--- config.mk ---
export PLATFORM = sky130hd
export DESIGN_NAME = conv_out_addr_gen
export DESIGN_NICKNAME = d
export VERILOG_FILES = /design/src/rtl/conv_out_addr_gen.sv
export SDC_FILE = /design/constraint.sdc
export NUM_CORES = 1
export LEC_CHECK = 0
export ABC_AREA = 1
export ABC_CLOCK_PERIOD_IN_PS = 1500
export CAP_MARGIN = 0
export CORE_MARGIN = 2
export CORE_UTILIZATION = 46
export DETAILED_ROUTE_END_ITERATION = 16
export PLACE_DENSITY = 0.71
export SYNTH_ARGS = -nofsm -noshare
export SYNTH_HDL_FRONTEND = slang
export SYNTH_SLANG_ARGS = --single-unit
--- constraint.sdc ---
create_clock -name clk -period 1.5 [get_ports clk]
set_clock_uncertainty 0.1 [all_clocks]
set_input_delay 0.225 -clock clk [delete_from_list [all_inputs] [get_ports clk]]
set_output_delay 0.225 -clock clk [all_outputs]
set_load 0.02 [all_outputs]
--- src/rtl/conv_out_addr_gen.sv ---
// Output-memory address/strobe generator for a convolution layer: counts MAC
// cycles per pixel, then writes one result per pixel, per channel.
module conv_out_addr_gen #(
  parameter int IMG_W          = 8,
  parameter int IMG_H          = 8,
  parameter int CHANNELS       = 3,
  parameter int MACS_PER_PIXEL = 25,
  parameter int PIX_W  = (IMG_W * IMG_H > 1) ? $clog2(IMG_W * IMG_H) : 1,
  parameter int CH_W   = (CHANNELS > 1) ? $clog2(CHANNELS) : 1,
  parameter int ADDR_W = (IMG_W * IMG_H * CHANNELS > 1) ? $clog2(IMG_W * IMG_H * CHANNELS) : 1
) (
  input  logic              clk,
  input  logic              reset_n,
  input  logic              start,
  input  logic              enable,
  output logic              wr_en,
  output logic [ADDR_W-1:0] wr_addr,
  output logic [PIX_W-1:0]  pix_addr,
  output logic [CH_W-1:0]   chan,
  output logic              last,
  output logic              busy,
  output logic              done,
  output logic [1:0]        o_dbg_state
);

  localparam int NPIX  = IMG_W * IMG_H;
  localparam int CYC_W = (MACS_PER_PIXEL > 1) ? $clog2(MACS_PER_PIXEL) : 1;

  localparam logic [1:0] S_IDLE = 2'd0;
  localparam logic [1:0] S_RUN  = 2'd1;
  localparam logic [1:0] S_DONE = 2'd2;

  localparam logic [CYC_W-1:0]  CYC_LAST = CYC_W'(MACS_PER_PIXEL - 1);
  localparam logic [PIX_W-1:0]  PIX_LAST = PIX_W'(NPIX - 1);
  localparam logic [CH_W-1:0]   CH_LAST  = CH_W'(CHANNELS - 1);

  logic [1:0]        r_state;
  logic [CYC_W-1:0]  r_cyc;
  logic [PIX_W-1:0]  r_pix;
  logic [CH_W-1:0]   r_chan;
  logic [ADDR_W-1:0] r_addr;

  logic w_run;
  logic w_wr;
  logic w_pix_end;
  logic w_last;

  assign w_run     = (r_state == S_RUN);
  assign w_wr      = w_run && enable && (r_cyc == CYC_LAST);
  assign w_pix_end = (r_pix == PIX_LAST);
  assign w_last    = w_wr && w_pix_end && (r_chan == CH_LAST);

  // r_addr tracks chan*NPIX + pix incrementally: the flat address advances by
  // exactly one per write, including across the channel boundary.
  always_ff @(posedge clk or negedge reset_n) begin
    if (!reset_n) begin
      r_state <= S_IDLE;
      r_cyc   <= '0;
      r_pix   <= '0;
      r_chan  <= '0;
      r_addr  <= '0;
    end else begin
      case (r_state)
        S_IDLE, S_DONE: begin
          if (start) begin
            r_state <= S_RUN;
            r_cyc   <= '0;
            r_pix   <= '0;
            r_chan  <= '0;
            r_addr  <= '0;
          end
        end
        S_RUN: begin
          if (enable) begin
            if (r_cyc == CYC_LAST) begin
              r_cyc <= '0;
              // Final write: leave pix/chan/addr on the last pixel of the pass.
              if (w_last) begin
                r_state <= S_DONE;
              end else begin
                r_addr <= r_addr + ADDR_W'(1);
                if (w_pix_end) begin
                  r_pix  <= '0;
                  r_chan <= r_chan + CH_W'(1);
                end else begin
                  r_pix <= r_pix + PIX_W'(1);
                end
              end
            end else begin
              r_cyc <= r_cyc + CYC_W'(1);
            end
          end
        end
        default: r_state <= S_IDLE;
      endcase
    end
  end

  assign wr_en       = w_wr;
  assign wr_addr     = r_addr;
  assign pix_addr    = r_pix;
  assign chan        = r_chan;
  assign last        = w_last;
  assign busy        = w_run;
  assign done        = (r_state == S_DONE);
  assign o_dbg_state = r_state;

endmodule

==> impl_results.md <==
- GRT overflow: 0
- Largest net degree at the start of global routing: 24
- Critical Path Start Type: flop
- Cts bufs inserted: 3
- Clock latency on the worst-skew pair: 0.33 ns
- Required time of the critical path: roughly 1.2 ns
- Worst-path fanout max: 2
- FFs w/ async S/R, synth: 100%
- Worst setup margin: -0.315 ns
- Die Span Y: 59.4 um
- Vias per inst: approximately 5.2
- Status: complete, but fails checks
- # IOs: 26
- DP HPWL: between 2000 and 3000 um
- Nets: between 200 and 300
- Post-Synth Adder-Cell Area: under 10%
- Proportion of synthesized area in mux cells: 0%
- Post-DR wirelength/cell: ~15 um
- CTS root buf: clkbuf_4
- Hold-fix buffers, CTS: 0
- DR DRC count: 0
- HP Class: input pin to asynchronous set/reset pin
- Top cells by area, synth: dfrtp_1, nand2_1, o21ai_2, inv_1, nand3_1
- Synthesized net count: about 180
- CORE AREA: 2980 sq um
- Total Power: about 0.0028 W
- Worst vdd ir: between 0.9 and 1 mV
- Synth Area in Simple Gates: between 30% and 40%
- Post-synthesis instance total: between 150 and 200
- Final ANT Viol Nets: 0
- Ratio of cells with drive above 1 in the final layout: between 50% and 60%
- Hold Worst Slack: about 0.15 ns
- Ys Warns: 0
- Critical Path End Type: output pin
- # setup viols final: 25
- Max_cap viols: 0
- TritonCTS clock tree: built
- Yosys top cell area share: between 40% and 50%
- Final setup TNS: -4.14 ns
- Crit path DAT: roughly 1.5 ns
- Routed WL: a little over 4000 um
- Via Count: around 1,400
- Synth Area per Inst: 8.10 sq um
- Global-route wire length before repair: approximately 6300 um
- Crit share post-route: 121%
- Most frequent cells after synthesis: nand2_1, dfrtp_1, inv_1
- Post-Synth XOR/XNOR Area: between 1.5 and 2%
- Gr usage total: 23.8%
- Max Root-Sink Buffers: 2
- Most frequent cell after synthesis: nand2_1
- Post-synth EDFFs: 0
- Ant. Diodes: 0
- Cell Area, Synth: ~1400 sq um
- Max-slew headroom: just over 70%
- RePlAce Congestion: ~0.83
- Synth Area in Compound Gates: a little under an eighth
- Fmax: 551 MHz
- Num Clock Sinks: 23
- Post-route minimum period: between 1.5 and 2 ns
- Ys flop type: dfrtp_1
- Leading area contributor after synthesis: dfrtp_1
- Placement Setup Slack: -0.558 ns
- Synth unique cells: 30
- Slew Viols, Final: 0
- H-tree depth: 1
- Die Width: 59.4 um
- Reg clk slew, reported paths: around 0.14 ns
- Main combinational cell family by area after synthesis: simple AND/OR/NAND/NOR gates
- Vias in the first global route: between 1,000 and 1,500
- Area growth syn-to-layout: 62.9%
- Count of final hold-check violations: 0
- Die area: around 3500 sq um
- Yosys reg bits: 23
- Initial core utilization: a little under half
- Kind of critical path: flop to output pin
- Worst Tran Pin Value: between 0.4 and 0.5 ns
- PortBufs: 25
- Row cnt: 20
- Drt pass-1 iters: 4
- Detailed Route Iter0 Violations: between 40 and 50
- Static Leakage: approximately 1.1 nW
- RSZ-0062 raised after global routing: yes
- Post-synthesis sequential area ratio: between 40 and 50%
- Initial antenna violation count: 0
- Pwr/cell area: 1210 nW/um^2
- Violated checks: setup timing
==> report_power, final <==
part	switching, W	internal (W)	total [W]
sequential	0.000137	0.000791	0.000928
combinational	0.000797	0.000743	0.00154
clock	0.000205	0.000100	0.000305
==> timing repair <==
item | CTS | global route
resized for setup | 80 | 52
pin swaps | 5 | 5
cloned | 1 | 1
setup endpoints to repair | 43 | 37
buffers inserted | 5 | 6
==> final cells by class <==
class,count,area (sq um)
repair buffers,71,668
clock buffers,3,22.5
multi-input cells,124,887
flip-flops and latches,23,582
inverters,23,91.3
well taps,33,41.3
fillers,205,681
clock inverters,1,5.00
==> per-stage QoR <==
stage	cell area (sq um)	cells	util [%]
2_1_floorplan	1430	174	-
3_3_place_gp	1970	262	66.3
3_5_place_dp	1970	262	66.3
4_1_cts	2140	272	71.8
5_1_grt	2300	278	77.1
6_report	2300	278	77.1
==> metal layers <==
layer / vias up / wire [um] / GRT usage, %
li1: 707 / - / -
met1: 687 / 1670 / 28.0
met2: 33 / 2180 / 44.0
met3: 7 / 124 / 3.06
met4: 0 / 60 / 8.12
met5: - / 0 / 0
==> flip-flops by register name (all words and copies together), names as in the netlist <==
name,count
wr_addr,8
r_cyc,5
pix_addr,6
o_dbg_state,2
chan,2
==> cells by family (layout without fill, tap and decap cells) <==
| kind of cell | Yosys count | count (layout) |
|---|---|---|
| xor gates and xnor gates | 3 | 3 |
| AOI/OAI and AO/OA | 23 | 23 |
| adders and majority gates | 5 | 5 |
| buffers and inverters | 27 | 98 |
| and+or+nand+nor | 93 | 93 |
| DFF | 23 | 23 |
==> worst paths after layout <==
kind                       slack, ns                        from  cells past startpoint                       to
max                            -0.31        r_cyc[0]$_DFFE_PN0P_                      9                     last
min                             0.15                     reset_n                      2  pix_addr[1]$_DFFE_PN0P_
max reg2reg                    -0.20  o_dbg_state[0]$_DFFE_PN0P_                     11  pix_addr[3]$_DFFE_PN0P_
min reg2reg                     0.45      wr_addr[0]$_DFFE_PN0P_                      2   wr_addr[0]$_DFFE_PN0P_
max in group asynchronous       0.90                     reset_n                      2   wr_addr[2]$_DFFE_PN0P_
min in group clk                0.45      wr_addr[0]$_DFFE_PN0P_                      2   wr_addr[0]$_DFFE_PN0P_
==> cell usage in the layout (no fill, tap or decap), types with 2 or more instances in the layout <==
cell and n:
buf_4 32, nand2_1 27, dfrtp_1 18, inv_1 16, o21ai_2 13, buf_6 13
nand3_1 12, nand2_2 11, nor2_1 10, nand2_4 10, dlygate4sd2_1 6, inv_2 5
nand4_1 5, dfrtp_2 5, a21oi_1 4, ha_1 4, buf_2 4, clkbuf_2 4
nor2_4 3, nor3_2 3, clkbuf_4 3, clkdlybuf4s50_1 3, buf_12 3, inv_4 2
nand3_2 2, nand3_4 2, xor2_1 2, nor3_4 2, o21ai_1 2, clkdlybuf4s15_1 2
==> critical path: stages, from the launching register on <==
cell	delay [ns]
dfrtp_1	0.42
inv_2	0.08
ha_4	0.12
nand2_2	0.05
inv_2	0.05
nand2_2	0.07
nor2_4	0.12
nand3_4	0.09
inv_2	0.06
buf_6	0.10
No activity file was read; power rests on OpenSTA's default activity.
